==> src/rtl/updown_counter_if.sv <==
// Control, bound and status signals of updown_counter, bundled for port hookup.
// Latency: none; wires only.
// Backpressure: none; the counter accepts a new command every cycle.
interface updown_counter_if #(
  parameter int N     = 8,
  parameter int PRE_W = 4
);
  logic             clear;
  logic             load;
  logic [N-1:0]     load_val;
  logic             en;
  logic             dir;
  logic             wrap;
  logic [N-1:0]     min_val;
  logic [N-1:0]     max_val;
  logic [N-1:0]     step;
  logic [PRE_W-1:0] prescale;
  logic             ack_ovf;
  logic [N-1:0]     count;
  logic             at_max;
  logic             at_min;
  logic             tc;
  logic             ovf;

  modport master (
    output clear, load, load_val, en, dir, wrap,
    output min_val, max_val, step, prescale, ack_ovf,
    input  count, at_max, at_min, tc, ovf
  );

  modport slave (
    input  clear, load, load_val, en, dir, wrap,
    input  min_val, max_val, step, prescale, ack_ovf,
    output count, at_max, at_min, tc, ovf
  );
endinterface

==> src/rtl/updown_counter.sv <==
// Up/down counter: programmable bounds/step, load, wrap or saturate, tc pulse, sticky ovf.
// Latency: count/tc/ovf one cycle after the qualifying inputs; at_max/at_min combinational.
// Backpressure: none; optional prescaler via UPDOWN_COUNTER_PRESCALE_EN slows the advance rate.
module updown_counter #(
  parameter int N     = 8,
  parameter int PRE_W = 4
) (
  input  logic               clk,
  input  logic               nrst,
  updown_counter_if.slave    bus
);

  logic [N-1:0] count_q;
  logic         tc_q;
  logic         ovf_q;
  logic         tick;
  logic [N:0]   sum_up;
  logic [N:0]   lim_dn;
  logic         hit;
  logic         advance;
  logic         bound_evt;
  logic [N-1:0] count_nxt;

`ifdef UPDOWN_COUNTER_PRESCALE_EN
  logic [PRE_W-1:0] pre_q;

  assign tick = bus.en && (pre_q == bus.prescale);

  // Prescaler: counts enabled cycles 0..prescale, restarts on clear/load, frozen while en is low.
  always_ff @(posedge clk or negedge nrst) begin
    if (!nrst) begin
      pre_q <= '0;
    end else if (bus.clear || bus.load) begin
      pre_q <= '0;
    end else if (bus.en) begin
      pre_q <= tick ? '0 : pre_q + 1'b1;
    end
  end
`else
  logic unused_prescale;

  assign tick            = bus.en;
  assign unused_prescale = ^bus.prescale;
`endif

  // Inverted bounds disable advancing entirely, so tc/ovf cannot fire either.
  assign advance = tick && (bus.min_val <= bus.max_val);
  // Widened sums so neither direction can silently wrap through zero or 2^N.
  assign sum_up  = {1'b0, count_q} + {1'b0, bus.step};
  assign lim_dn  = {1'b0, bus.min_val} + {1'b0, bus.step};

  // Bound detection and the next count value for an advance.
  always_comb begin
    hit       = 1'b0;
    count_nxt = count_q;
    if (bus.dir) begin
      hit       = sum_up > {1'b0, bus.max_val};
      count_nxt = hit ? (bus.wrap ? bus.min_val : bus.max_val) : sum_up[N-1:0];
    end else begin
      hit       = {1'b0, count_q} < lim_dn;
      count_nxt = hit ? (bus.wrap ? bus.max_val : bus.min_val) : count_q - bus.step;
    end
  end

  assign bound_evt = advance && hit && !bus.clear && !bus.load;

  // Count register and one-cycle terminal-count pulse; clear beats load beats advance.
  always_ff @(posedge clk or negedge nrst) begin
    if (!nrst) begin
      count_q <= '0;
      tc_q    <= 1'b0;
    end else if (bus.clear) begin
      count_q <= '0;
      tc_q    <= 1'b0;
    end else if (bus.load) begin
      count_q <= bus.load_val;
      tc_q    <= 1'b0;
    end else begin
      if (advance) begin
        count_q <= count_nxt;
      end
      tc_q <= bound_evt;
    end
  end

  // Sticky overflow: a new bound event wins over a same-cycle acknowledge.
  always_ff @(posedge clk or negedge nrst) begin
    if (!nrst) begin
      ovf_q <= 1'b0;
    end else if (bound_evt) begin
      ovf_q <= 1'b1;
    end else if (bus.ack_ovf) begin
      ovf_q <= 1'b0;
    end
  end

  assign bus.count  = count_q;
  assign bus.tc     = tc_q;
  assign bus.ovf    = ovf_q;
  assign bus.at_max = (count_q == bus.max_val);
  assign bus.at_min = (count_q == bus.min_val);

endmodule

==> src/flat_wrapper.sv <==
// flat-port wrapper written by rule: the top's interface ports become plain ports
module updown_counter_flat 
#(
  parameter int N     = 8,
  parameter int PRE_W = 4
)
  (clk, nrst, bus_clear, bus_load, bus_load_val, bus_en, bus_dir, bus_wrap, bus_min_val, bus_max_val, bus_step, bus_prescale, bus_ack_ovf, bus_count, bus_at_max, bus_at_min, bus_tc, bus_ovf);
  updown_counter_if #(.N(N), .PRE_W(PRE_W)) bus_i ();
  input  logic clk;
  input  logic nrst;
  input wire logic [$bits(bus_i.clear)-1:0] bus_clear;
  input wire logic [$bits(bus_i.load)-1:0] bus_load;
  input wire logic [$bits(bus_i.load_val)-1:0] bus_load_val;
  input wire logic [$bits(bus_i.en)-1:0] bus_en;
  input wire logic [$bits(bus_i.dir)-1:0] bus_dir;
  input wire logic [$bits(bus_i.wrap)-1:0] bus_wrap;
  input wire logic [$bits(bus_i.min_val)-1:0] bus_min_val;
  input wire logic [$bits(bus_i.max_val)-1:0] bus_max_val;
  input wire logic [$bits(bus_i.step)-1:0] bus_step;
  input wire logic [$bits(bus_i.prescale)-1:0] bus_prescale;
  input wire logic [$bits(bus_i.ack_ovf)-1:0] bus_ack_ovf;
  output wire logic [$bits(bus_i.count)-1:0] bus_count;
  output wire logic [$bits(bus_i.at_max)-1:0] bus_at_max;
  output wire logic [$bits(bus_i.at_min)-1:0] bus_at_min;
  output wire logic [$bits(bus_i.tc)-1:0] bus_tc;
  output wire logic [$bits(bus_i.ovf)-1:0] bus_ovf;
  assign bus_i.clear = bus_clear;
  assign bus_i.load = bus_load;
  assign bus_i.load_val = bus_load_val;
  assign bus_i.en = bus_en;
  assign bus_i.dir = bus_dir;
  assign bus_i.wrap = bus_wrap;
  assign bus_i.min_val = bus_min_val;
  assign bus_i.max_val = bus_max_val;
  assign bus_i.step = bus_step;
  assign bus_i.prescale = bus_prescale;
  assign bus_i.ack_ovf = bus_ack_ovf;
  assign bus_count = bus_i.count;
  assign bus_at_max = bus_i.at_max;
  assign bus_at_min = bus_i.at_min;
  assign bus_tc = bus_i.tc;
  assign bus_ovf = bus_i.ovf;
  updown_counter #(.N(N), .PRE_W(PRE_W)) u_core (.clk(clk), .nrst(nrst), .bus(bus_i));
endmodule
==> config.mk <==
export PLATFORM = sky130hd
export DESIGN_NAME = updown_counter_flat
export DESIGN_NICKNAME = d
export VERILOG_FILES = /design/src/rtl/updown_counter_if.sv /design/src/rtl/updown_counter.sv /design/src/flat_wrapper.sv
export SDC_FILE = /design/constraint.sdc
export NUM_CORES = 1
export LEC_CHECK = 0
export CAP_MARGIN = 20
export CORE_AREA = 2 2 79 81
export CTS_BUF_LIST = sky130_fd_sc_hd__clkbuf_8
export CTS_CLUSTER_DIAMETER = 60
export DETAILED_ROUTE_END_ITERATION = 7
export DIE_AREA = 0 0 81 83
export GPL_ROUTABILITY_DRIVEN = 0
export MAX_ROUTING_LAYER = met4
export PLACE_DENSITY = 0.81
export SYNTH_ARGS = -nofsm -noshare
export SYNTH_HDL_FRONTEND = slang
export SYNTH_SLANG_ARGS = --single-unit
==> constraint.sdc <==
create_clock -name clk -period 4.8 [get_ports clk]
set_input_delay 0.72 -clock clk [delete_from_list [all_inputs] [get_ports clk]]
set_output_delay 0.72 -clock clk [all_outputs]
set_load 0.005 [all_outputs]
==> results.md <==
- Largest family of logic cells by synthesized area: adder cells
- Max frequency: 0.222 GHz
- Post-Synthesis Net Count: 412
- Sequential area share after synthesis: 0.0983
- Top_reg_cell synth: dfrtp_1
- Congestion Overflow GR: 0
- Post-Synth XOR/XNOR Area: 0.107
- Yosys cell types: 51
- Antenna Cells: 0
- RSZ-0062 raised after global routing: false
- Worst EP arrival: 4.64 ns
- CP Cell Sequence: clkdlybuf4s50_1 > inv_1 > ha_1 > nand2b_1 > a21oi_1 > o21bai_1 > or3_1 > and3_1 > ha_1 > or4_4 > a2111oi_4 > o221ai_4 > o211ai_1 > a21oi_1 > a2111oi_2
- Vias/cell: 5.79
- Critical path launch point type: input port
- Setup CP Type: input port to flop
- Final HPWL DP: 6540 µm
- Sequential power share: 0.160
- Initial Util: 0.438
- Status: finished clean
- Period minus WS final: 4.51 ns
- Clk root buf: clkbuf_8
- # hold bufs at CTS: 0
- Layout cells sized above 1: 0.0871
- Asr flop ratio synth: 1.00
- Clock Latency Late Sink: 0.24 ns
- Crit Reg-Reg Endpoint: u_core.bus.count[2]
- Inserted Clock Buffers: 3
- Synthesized area per cell: 7.98 µm²
- Total GRT Usage: 0.246
- Post-CTS setup buffer count: 0
- Area growth syn-to-layout: 28.3%
- DP Cell Count: 451
- Sw Ratio: 0.439
- CP endpoint: u_core.bus.count[2]
- DRT Pass-1 Iters: 5
- Compound-cell area share of the yosys netlist: 0.248
- Die width: 81 µm
- Port bufs: 51
- Vias post-DR: 2627
- Hold Vio Cnt, Final: 0
- CTS tree: done
- Final worst-path cycle share: 0.939
- Critical Path Fanout Max: 10
- Register area: 250 µm²
- Clock skew: 0.000414 ns
- Final setup fails: 0
- Die Y: 83 µm
- Min-delay worst type: flop to flop
- Post-Syn Instances: 319
- Boundary Pins: 56
- DRT antenna net count: 0
- Fill count: 542
- Area share of fa/ha/maj cells after synthesis: 0.250
- Peak supply drop: 0.0000902 V
- Reg2Reg Depth: 14
- Max_slew headroom: 0.320
- Static Leak: 1.44 nW
- Fin cells: 454
- Post-Synth Simple-Gate Area: 0.189
- Flop2flop setup slack: 0.73 ns
- Reg2Reg Launch Point: u_core.bus.count[0]
- Crit. End Element: flop
- Setup crit start: bus_step[1]
- WL final: 7740 µm
- FP Rows: 28
- Clk pin slew, worst setup/hold paths: 0.05 ns
- Max_cap viols: 0
- Wirelength per Cell: 17.0 µm
- CP peak stage delay: 0.51 ns
- Largest net degree at the start of global routing: 27
- Post-synthesis mux area share: 0.0432
- Post-synth EDFFs: 0
- Critical path's slowest cell: or4_4
- PostCTS Resize Cnt: 0
- Multi-input logic area: 2140 µm²
- NetSw: 0.000309 W
- Global-route wire length before repair: 12500 µm
- Vias in the first global route: 2549
- TNS Setup: 0 ns
- Seq cells post-synth: 10
- Least-Margin Pin Slew: 1.02 ns
- CP Data Required Time: 4.93 ns
- Clock power share: 0.127
- H-tree lvl count: 1
- Die Footprint: 6720 µm²
- First DRT Iteration DRCs: 165
- Antenna violations before repair: 0
- Clk sinks: 10
- Logic gate share of total power: 0.713
- Drc violations: 0
- Clk buf depth: 2
- # nets final: 474
- Power per cell area: 216 nW/µm²
- Yosys warns: 0
- Placeable core area: 5820 µm²
- Slew Limit Fails: 0
- Synth Cell Area: 2550 µm²
- Cell-internal power: 0.000395 W
[flip-flops by register name, summed over array words and instances (netlist names)]
register	flops
u_core.bus.count	8
u_core.bus.ovf	1
u_core.bus.tc	1
[synthesized netlist by cell type, types with 5 or more instances]
cell,number,area (µm²)
ha_1,46,576
a21oi_1,31,155
inv_1,29,109
xnor2_1,24,210
nand2_1,19,71.3
nor2_1,18,67.6
mux2i_1,11,110
dfrtp_1,10,250
nand4_1,9,56.3
o211ai_1,9,67.6
nand2b_1,8,50.1
o21ai_0,8,40.0
xor2_1,7,61.3
a211oi_1,6,45.0
nor3_1,6,30.0
a21o_1,5,37.5
nor4_1,5,31.3
o21bai_1,5,37.5
[worst min-delay path by stage]
stage | startpoint | end | slack, ns | cells past startpoint
after floorplan | nrst | u_core.bus.count[0] | 0.42 | 0
after global placement | u_core.bus.ovf | u_core.bus.ovf | 0.71 | 2
after global routing | u_core.bus.ovf | u_core.bus.ovf | 0.74 | 2
after detailed placement | u_core.bus.ovf | u_core.bus.ovf | 0.71 | 2
after CTS | u_core.bus.ovf | u_core.bus.ovf | 0.72 | 2
final | u_core.bus.ovf | u_core.bus.ovf | 0.72 | 2
[through the flow]
stage	setup WS [ns]	area [µm²]	hold WS, ns	utilization	power (W)
CTS	0.238	3250	0.724	0.560	0.000696
global route	0.00566	3270	0.738	0.562	0.000764
floorplan	0.935	2550	0.424	-	0.000444
finish	0.295	3270	0.721	0.562	0.000704
global placement	0.118	3210	0.714	0.552	0.000587
detailed placement	0.0131	3210	0.712	0.552	0.000605
[per-layer routing]
metal  GRT usage  vias to the layer above  share of wire
li1            -                     1289              -
met1       0.279                     1206           0.41
met2       0.427                      111           0.50
met3      0.0239                       21          0.054
met4       0.109                        0          0.040
met5           -                        -              0
[cells by family after synthesis]
group,Yosys count
compound gates,88
xor+xnor,31
fa+ha+maj,49
buf+inv,39
flops,10
mux,11
simple gates,91
[power by group through the flow]
| stage | clock, W | sequential [W] | combinational (W) |
|---|---|---|---|
| floorplan | 0 | 0.000108 | 0.000336 |
| global placement | 0 | 0.000113 | 0.000474 |
| detailed placement | 0 | 0.000114 | 0.000491 |
| CTS | 0.0000887 | 0.000113 | 0.000495 |
| global route | 0.0000927 | 0.000114 | 0.000557 |
| finish | 0.0000891 | 0.000113 | 0.000502 |
[cell type report]
cell class / instances / area share
multi-input cells: 270 / 0.656
repair buffers: 67 / 0.193
flip-flops and latches: 10 / 0.0766
inverters: 29 / 0.0333
well taps: 75 / 0.0287
clock buffers: 3 / 0.0126
[layout by cell type (no fill, tap or decap), types with 5 or more instances in the layout]
cell,instances
clkdlybuf4s50_1,51
ha_1,46
a21oi_1,31
inv_1,29
xnor2_1,24
nand2_1,19
nor2_1,18
buf_4,16
mux2i_1,11
dfrtp_1,10
nand4_1,9
o211ai_1,9
o21ai_0,8
nand2b_1,8
xor2_1,7
a211oi_1,6
nor3_1,6
a21o_1,5
o21bai_1,5
nor4_1,5
[critical path, delay by kind of cell]
family                   cells  cell delay, ns
AO/OA/AOI/OAI                7            1.69
adder cells (fa/ha/maj)      2            0.48
buffers and inverters        2            0.55
AND/OR/NAND/NOR              4            1.20
(Power assumes the default switching activity.)
